### config.mk
export PLATFORM = sky130hd
export DESIGN_NAME = fma16_unpack
export DESIGN_NICKNAME = d
export VERILOG_FILES = /design/src/rtl/fma16_pkg.sv /design/src/rtl/fma16_classify.sv /design/src/rtl/fma16_unpack.sv
export SDC_FILE = /design/constraint.sdc
export NUM_CORES = 1
export LEC_CHECK = 0
export ABC_AREA = 1
export BUFFER_PORTS_ARGS = -buffer_cell sky130_fd_sc_hd__buf_2
export CAP_MARGIN = 5
export CORE_UTILIZATION = 54
export CTS_CLUSTER_SIZE = 24
export DETAILED_ROUTE_END_ITERATION = 8
export PLACE_DENSITY = 0.86
export SKIP_LAST_GASP = 1
export SLEW_MARGIN = 20
export SYNTH_ARGS = -nofsm -noshare
export SYNTH_HDL_FRONTEND = slang
export SYNTH_SLANG_ARGS = --single-unit
### constraint.sdc
create_clock -name clk -period 3.1 [get_ports clk]
set_input_delay 0.465 -clock clk [delete_from_list [all_inputs] [get_ports clk]]
set_output_delay 0.465 -clock clk [all_outputs]
set_load 0.03 [all_outputs]
### src/rtl/fma16_pkg.sv
// fma16_pkg: shared constants, unpacked operand record and FSM states for the fp16 FMA front end
package fma16_pkg;
  localparam int BIAS = 15;
  localparam int EXP_MAX = 31;
  localparam int SE_W = 7;
  localparam int FLG_ZERO = 0;
  localparam int FLG_INF = 1;
  localparam int FLG_NAN = 2;
  localparam int FLG_SNAN = 3;
  typedef struct packed {
    logic s;
    logic [SE_W-1:0] e;
    logic [10:0] m;
    logic [3:0] flags;
  } unpacked_t;
  typedef enum logic [1:0] {IDLE, NORM, DONE} state_t;
  function automatic logic [3:0] lzc11(input logic [10:0] v);
    lzc11 = 4'd11;
    for (int i = 0; i < 11; i++)
      if (v[i]) lzc11 = 4'(10 - i);
  endfunction
endpackage

### src/rtl/fma16_classify.sv
// fma16_classify: field split and classification of one binary16 operand
module fma16_classify import fma16_pkg::*; #(
  parameter int BIAS = 15
) (
  input  logic [15:0] a,
  output unpacked_t   u,
  output logic        sub
);
  localparam logic [4:0] EMAX = 5'(2 * BIAS + 1);
  logic [4:0] ex;
  logic [9:0] f;
  logic top, fz;
  assign ex = a[14:10];
  assign f = a[9:0];
  assign top = ex == EMAX;
  assign fz = f == 10'd0;
  always_comb begin
    u.s = a[15];
    u.e = ex == 5'd0 ? SE_W'(!fz) : SE_W'(ex);
    u.m = (ex == 5'd0 || top) ? {1'b0, f} : {1'b1, f};
    u.flags[FLG_ZERO] = ex == 5'd0 && fz;
    u.flags[FLG_INF] = top && fz;
    u.flags[FLG_NAN] = top && !fz;
    u.flags[FLG_SNAN] = top && !fz && !f[9];
    sub = ex == 5'd0 && !fz;
  end
endmodule

### src/rtl/fma16_unpack.sv
// fma16_unpack: binary16 operand unpack/normalize front end; FMA16_UNPACK_FAST_NORM_EN selects single-cycle normalization
module fma16_unpack import fma16_pkg::*; #(
  parameter int SE_W = 7,
  parameter int BIAS = 15
) (
  input  logic            clk,
  input  logic            reset_n,
  input  logic            in_valid,
  output logic            in_ready,
  input  logic [15:0]     x,
  input  logic [15:0]     y,
  input  logic [15:0]     z,
  output logic            out_valid,
  input  logic            out_ready,
  output logic            xs,
  output logic            ys,
  output logic            zs,
  output logic [SE_W-1:0] xe,
  output logic [SE_W-1:0] ye,
  output logic [SE_W-1:0] ze,
  output logic [10:0]     xm,
  output logic [10:0]     ym,
  output logic [10:0]     zm,
  output logic [3:0]      xflags,
  output logic [3:0]      yflags,
  output logic [3:0]      zflags
);
  state_t state, state_n;
  unpacked_t r [3];
  unpacked_t r_n [3];
  unpacked_t c [3];
  logic [15:0] op [3];
  logic [2:0] cn, mark, mark_n;
  logic take;
  assign op = '{x, y, z};
  for (genvar g = 0; g < 3; g++) begin : g_cls
    fma16_classify #(.BIAS(BIAS)) u_cls (.a(op[g]), .u(c[g]), .sub(cn[g]));
  end
  assign in_ready = reset_n && (state == IDLE || (state == DONE && out_ready));
  assign take = in_valid && in_ready;
  assign out_valid = state == DONE;
  always_comb begin
    r_n = r;
    mark_n = mark;
    if (take) begin
      r_n = c;
      mark_n = cn;
    end else if (state == NORM) begin
      for (int i = 0; i < 3; i++) begin
`ifdef FMA16_UNPACK_FAST_NORM_EN
        if (mark[i]) begin
          r_n[i].m = r[i].m << lzc11(r[i].m);
          r_n[i].e = r[i].e - SE_W'(lzc11(r[i].m));
        end
        mark_n[i] = 1'b0;
`else
        if (mark[i] && !r[i].m[10]) begin
          r_n[i].m = r[i].m << 1;
          r_n[i].e = r[i].e - SE_W'(1);
        end
        mark_n[i] = mark[i] && !r_n[i].m[10];
`endif
      end
    end
  end
  // a fresh capture overrides everything, including a DONE that is being drained
  assign state_n = take ? (|cn ? NORM : DONE) :
                   state == NORM ? (|mark_n ? NORM : DONE) :
                   (state == DONE && out_ready) ? IDLE : state;
  always_ff @(posedge clk) begin
    if (!reset_n) begin
      state <= IDLE;
      r <= '{default: '0};
      mark <= 3'd0;
    end else begin
      state <= state_n;
      r <= r_n;
      mark <= mark_n;
    end
  end
  assign {xs, xe, xm, xflags} = r[0];
  assign {ys, ye, ym, yflags} = r[1];
  assign {zs, ze, zm, zflags} = r[2];
endmodule

==> metrics.txt <==
top cells by area, synth dfxtp_1 43%, nand2_1 17%, inv_1 7.0%; # Post-CTS Setup Buffers 0; Total GRT Usage 0.281; PostCTS Resize Cnt 0; Hold WC Path Type input pin to flip-flop; row count 28; largest net degree at the start of global routing 39; buffers added on ports 122; Top Layer Used met4; Mapped Avg Cell Area approximately 6.9 sq um; synthesis-stage register bit count 74; slew margin rel. 0.512; crit-path max FO 28; Worst R2R Start state[0]; simple-gate share of the synthesized area 0.292; register area share after synthesis 0.426; switching fraction of total power 0.325; Internal Pwr Total roughly 1400 uW; Max Buffers Root-to-Sink 2; vias in the first global route roughly 3300; area of the multi-input gates around 1600 sq um; Avg WL per Cell about 13 um; Synth top area share 0.426; Min-Delay Startpoint z[9]; Final Critical Period about 2.0 ns; WS Path Type input pin to flip-flop; synth unique cells 30; routed wl met3 between 600 and 700 um; Final ANT Viol Nets 0; DIE AREA between 6000 and 7000 sq um; Slew Limit Fails 0; post-synthesis cell count around 500; CP Capture Type flip-flop; yosys warns 0; compound-cell area share of the yosys netlist 0.159; RSZ-0062 raised after global routing false; Total Power approximately 2100 uW; clk sinks 74; setup slack, reg-to-reg 1.14 ns; CP arrival approximately 2.3 ns; largest family of logic cells by synthesized area simple AND/OR/NAND/NOR gates; Synth Area in Adders 0.0108; first-pass GRT wire length about 15000 um; Post-Synth XOR/XNOR Area 0.00503; Vias/cell around 5.5; clock latency on the worst-skew pair roughly 0.35 ns; Setup TNS 0 ns; n_diodes 0; Root Driver clkbuf_8; Sw Pwr approximately 690 uW; WP data required between 3 and 4 ns; Core ar. 6060 sq um; worst r2r path cells 6; CTS Buf Count 9; synth-to-layout area growth 22.8%; Combinational Power Share 0.196; Starting DRT DRC Count 361; skew final 0.00683 ns; RR Endpoint ye[6]; final setup violation count 0; I/O Pins between 100 and 150; final non-filler cell total 698; DR DRC count 0; commonest non-fill, non-tap cell in the layout nand2_1; share of layout cells above drive strength 1 0.242; Yosys top cell by area dfxtp_1; Hold Path Depth 2; placer congestion estimate between 0.8 and 0.9; clk slew on worst S/H paths around 0.080 ns; sequential share of power 0.489; hpwl dp between 6000 and 7000 um; pwr dens 499 nW/um^2; most frequent cells in the layout 155 x nand2_1, 122 x buf_2, 74 x dfxtp_1; via count around 3800; final WL just over 9000 um; CTS tree built; DR pass1 iterations 5; Max VDD drop 0.000320 V; Die Height about 80 um; Die Wd around 82 um; max cap viols 0; placed cells 682; Clk pwr share 0.315; met2 WL ~4200 um; H-tree levels 3; flip-flop and latch area ~1500 sq um; outcome completed; final worst-path cycle share 0.651; Initial Util 0.574; Synth Cell Area roughly 3500 sq um; Worst-Margin Slew about 0.73 ns; global route overflow 0; f_max roughly 500 MHz; # hold bufs at CTS 0; leakage power a little over 0.002 uW; startpoint types input pin; met1 WL between 4000 and 5000 um; post-synthesis mux area share 0; fillers roughly 530; final net count between 600 and 700; initial antenna violation count 0; Post-Syn Nets roughly 560; Hold EP zflags[3]; Hold Vio Cnt, Final 0
[routing by layer]
metal,vias to the layer above,GRT usage
li1,1873,-
met1,1763,0.362
met2,153,0.458
met3,18,0.0560
met4,0,0.118
met5,-,0
[registers in the layout, summed over array words and instances, names as in the netlist]
name,cells
mark,3
state,2
xe,7
xflags,4
xm,11
xs,1
ye,7
yflags,4
ym,11
ys,1
ze,7
zflags,4
zm,11
zs,1
[worst max-delay path by stage]
stage | startpoint | endpoint | slack (ns) | depth (start not counted)
2_1_floorplan | x[1] | state[0] | 1.63 | 9
3_3_place_gp | reset_n | xflags[3] | 0.81 | 8
3_5_place_dp | reset_n | ze[3] | 0.74 | 8
4_1_cts | reset_n | ze[3] | 1.09 | 8
5_1_grt | reset_n | ze[3] | 0.95 | 8
6_report | reset_n | ze[3] | 1.08 | 8
[power groups by stage]
stage          clock network [uW]  logic [uW]  registers (uW)
3_5_place_dp                    0         415            1060
2_1_floorplan                   0         198            1150
4_1_cts                       675         417            1040
6_report                      672         418            1040
5_1_grt                       711         460            1050
3_3_place_gp                    0         405            1060
[area by class of cell]
type / instances / area share
multi-input cells: 336 / 0.380
inverters: 72 / 0.0632
clock inverters: 5 / 0.00702
repair buffers: 125 / 0.148
clock buffers: 11 / 0.0331
flip-flops and latches: 74 / 0.347
well taps: 75 / 0.0219
[cells in the mapped netlist, drive strengths merged]
library cell,instances
a32o,7
nor3,8
a22o,3
o221ai,3
clkbuf,6
buf,13
o211ai,6
dfxtp,74
or2,3
inv,71
a32oi,1
nand4,8
clkinv,1
o41ai,1
a21oi,17
a31oi,29
xor2,2
nand3,32
and2,1
nor2,37
nand2,155
ha,3
o21ai,19
a211oi,1
[stage by stage]
| step | setup WS (ns) | instance area, sq um | utilization | hold slack [ns] |
|---|---|---|---|---|
| global route | 0.948 | 4280 | 0.705 | 0.314 |
| detailed placement | 0.735 | 4100 | 0.677 | 0.440 |
| global placement | 0.813 | 4100 | 0.677 | 0.437 |
| CTS | 1.09 | 4280 | 0.705 | 0.313 |
| finish | 1.08 | 4280 | 0.705 | 0.323 |
| floorplan | 1.63 | 3480 | - | 0.490 |
[logic make-up (layout without fill, tap and decap cells)]
kind of cell,Yosys count,count (layout)
simple gates,244,244
buf+inv,91,213
compound gates,87,87
flops,74,74
fa+ha+maj,3,3
xor+xnor,2,2
[critical path, stage by stage]
cell and delay [ns]:
buf_2 0.30, inv_2 0.09, nor2_4 0.12, nand3_4 0.29, inv_2 0.46, buf_4 0.30, nand2_1 0.07, a31oi_1 0.18
No activity file was read; power rests on OpenSTA's default activity.
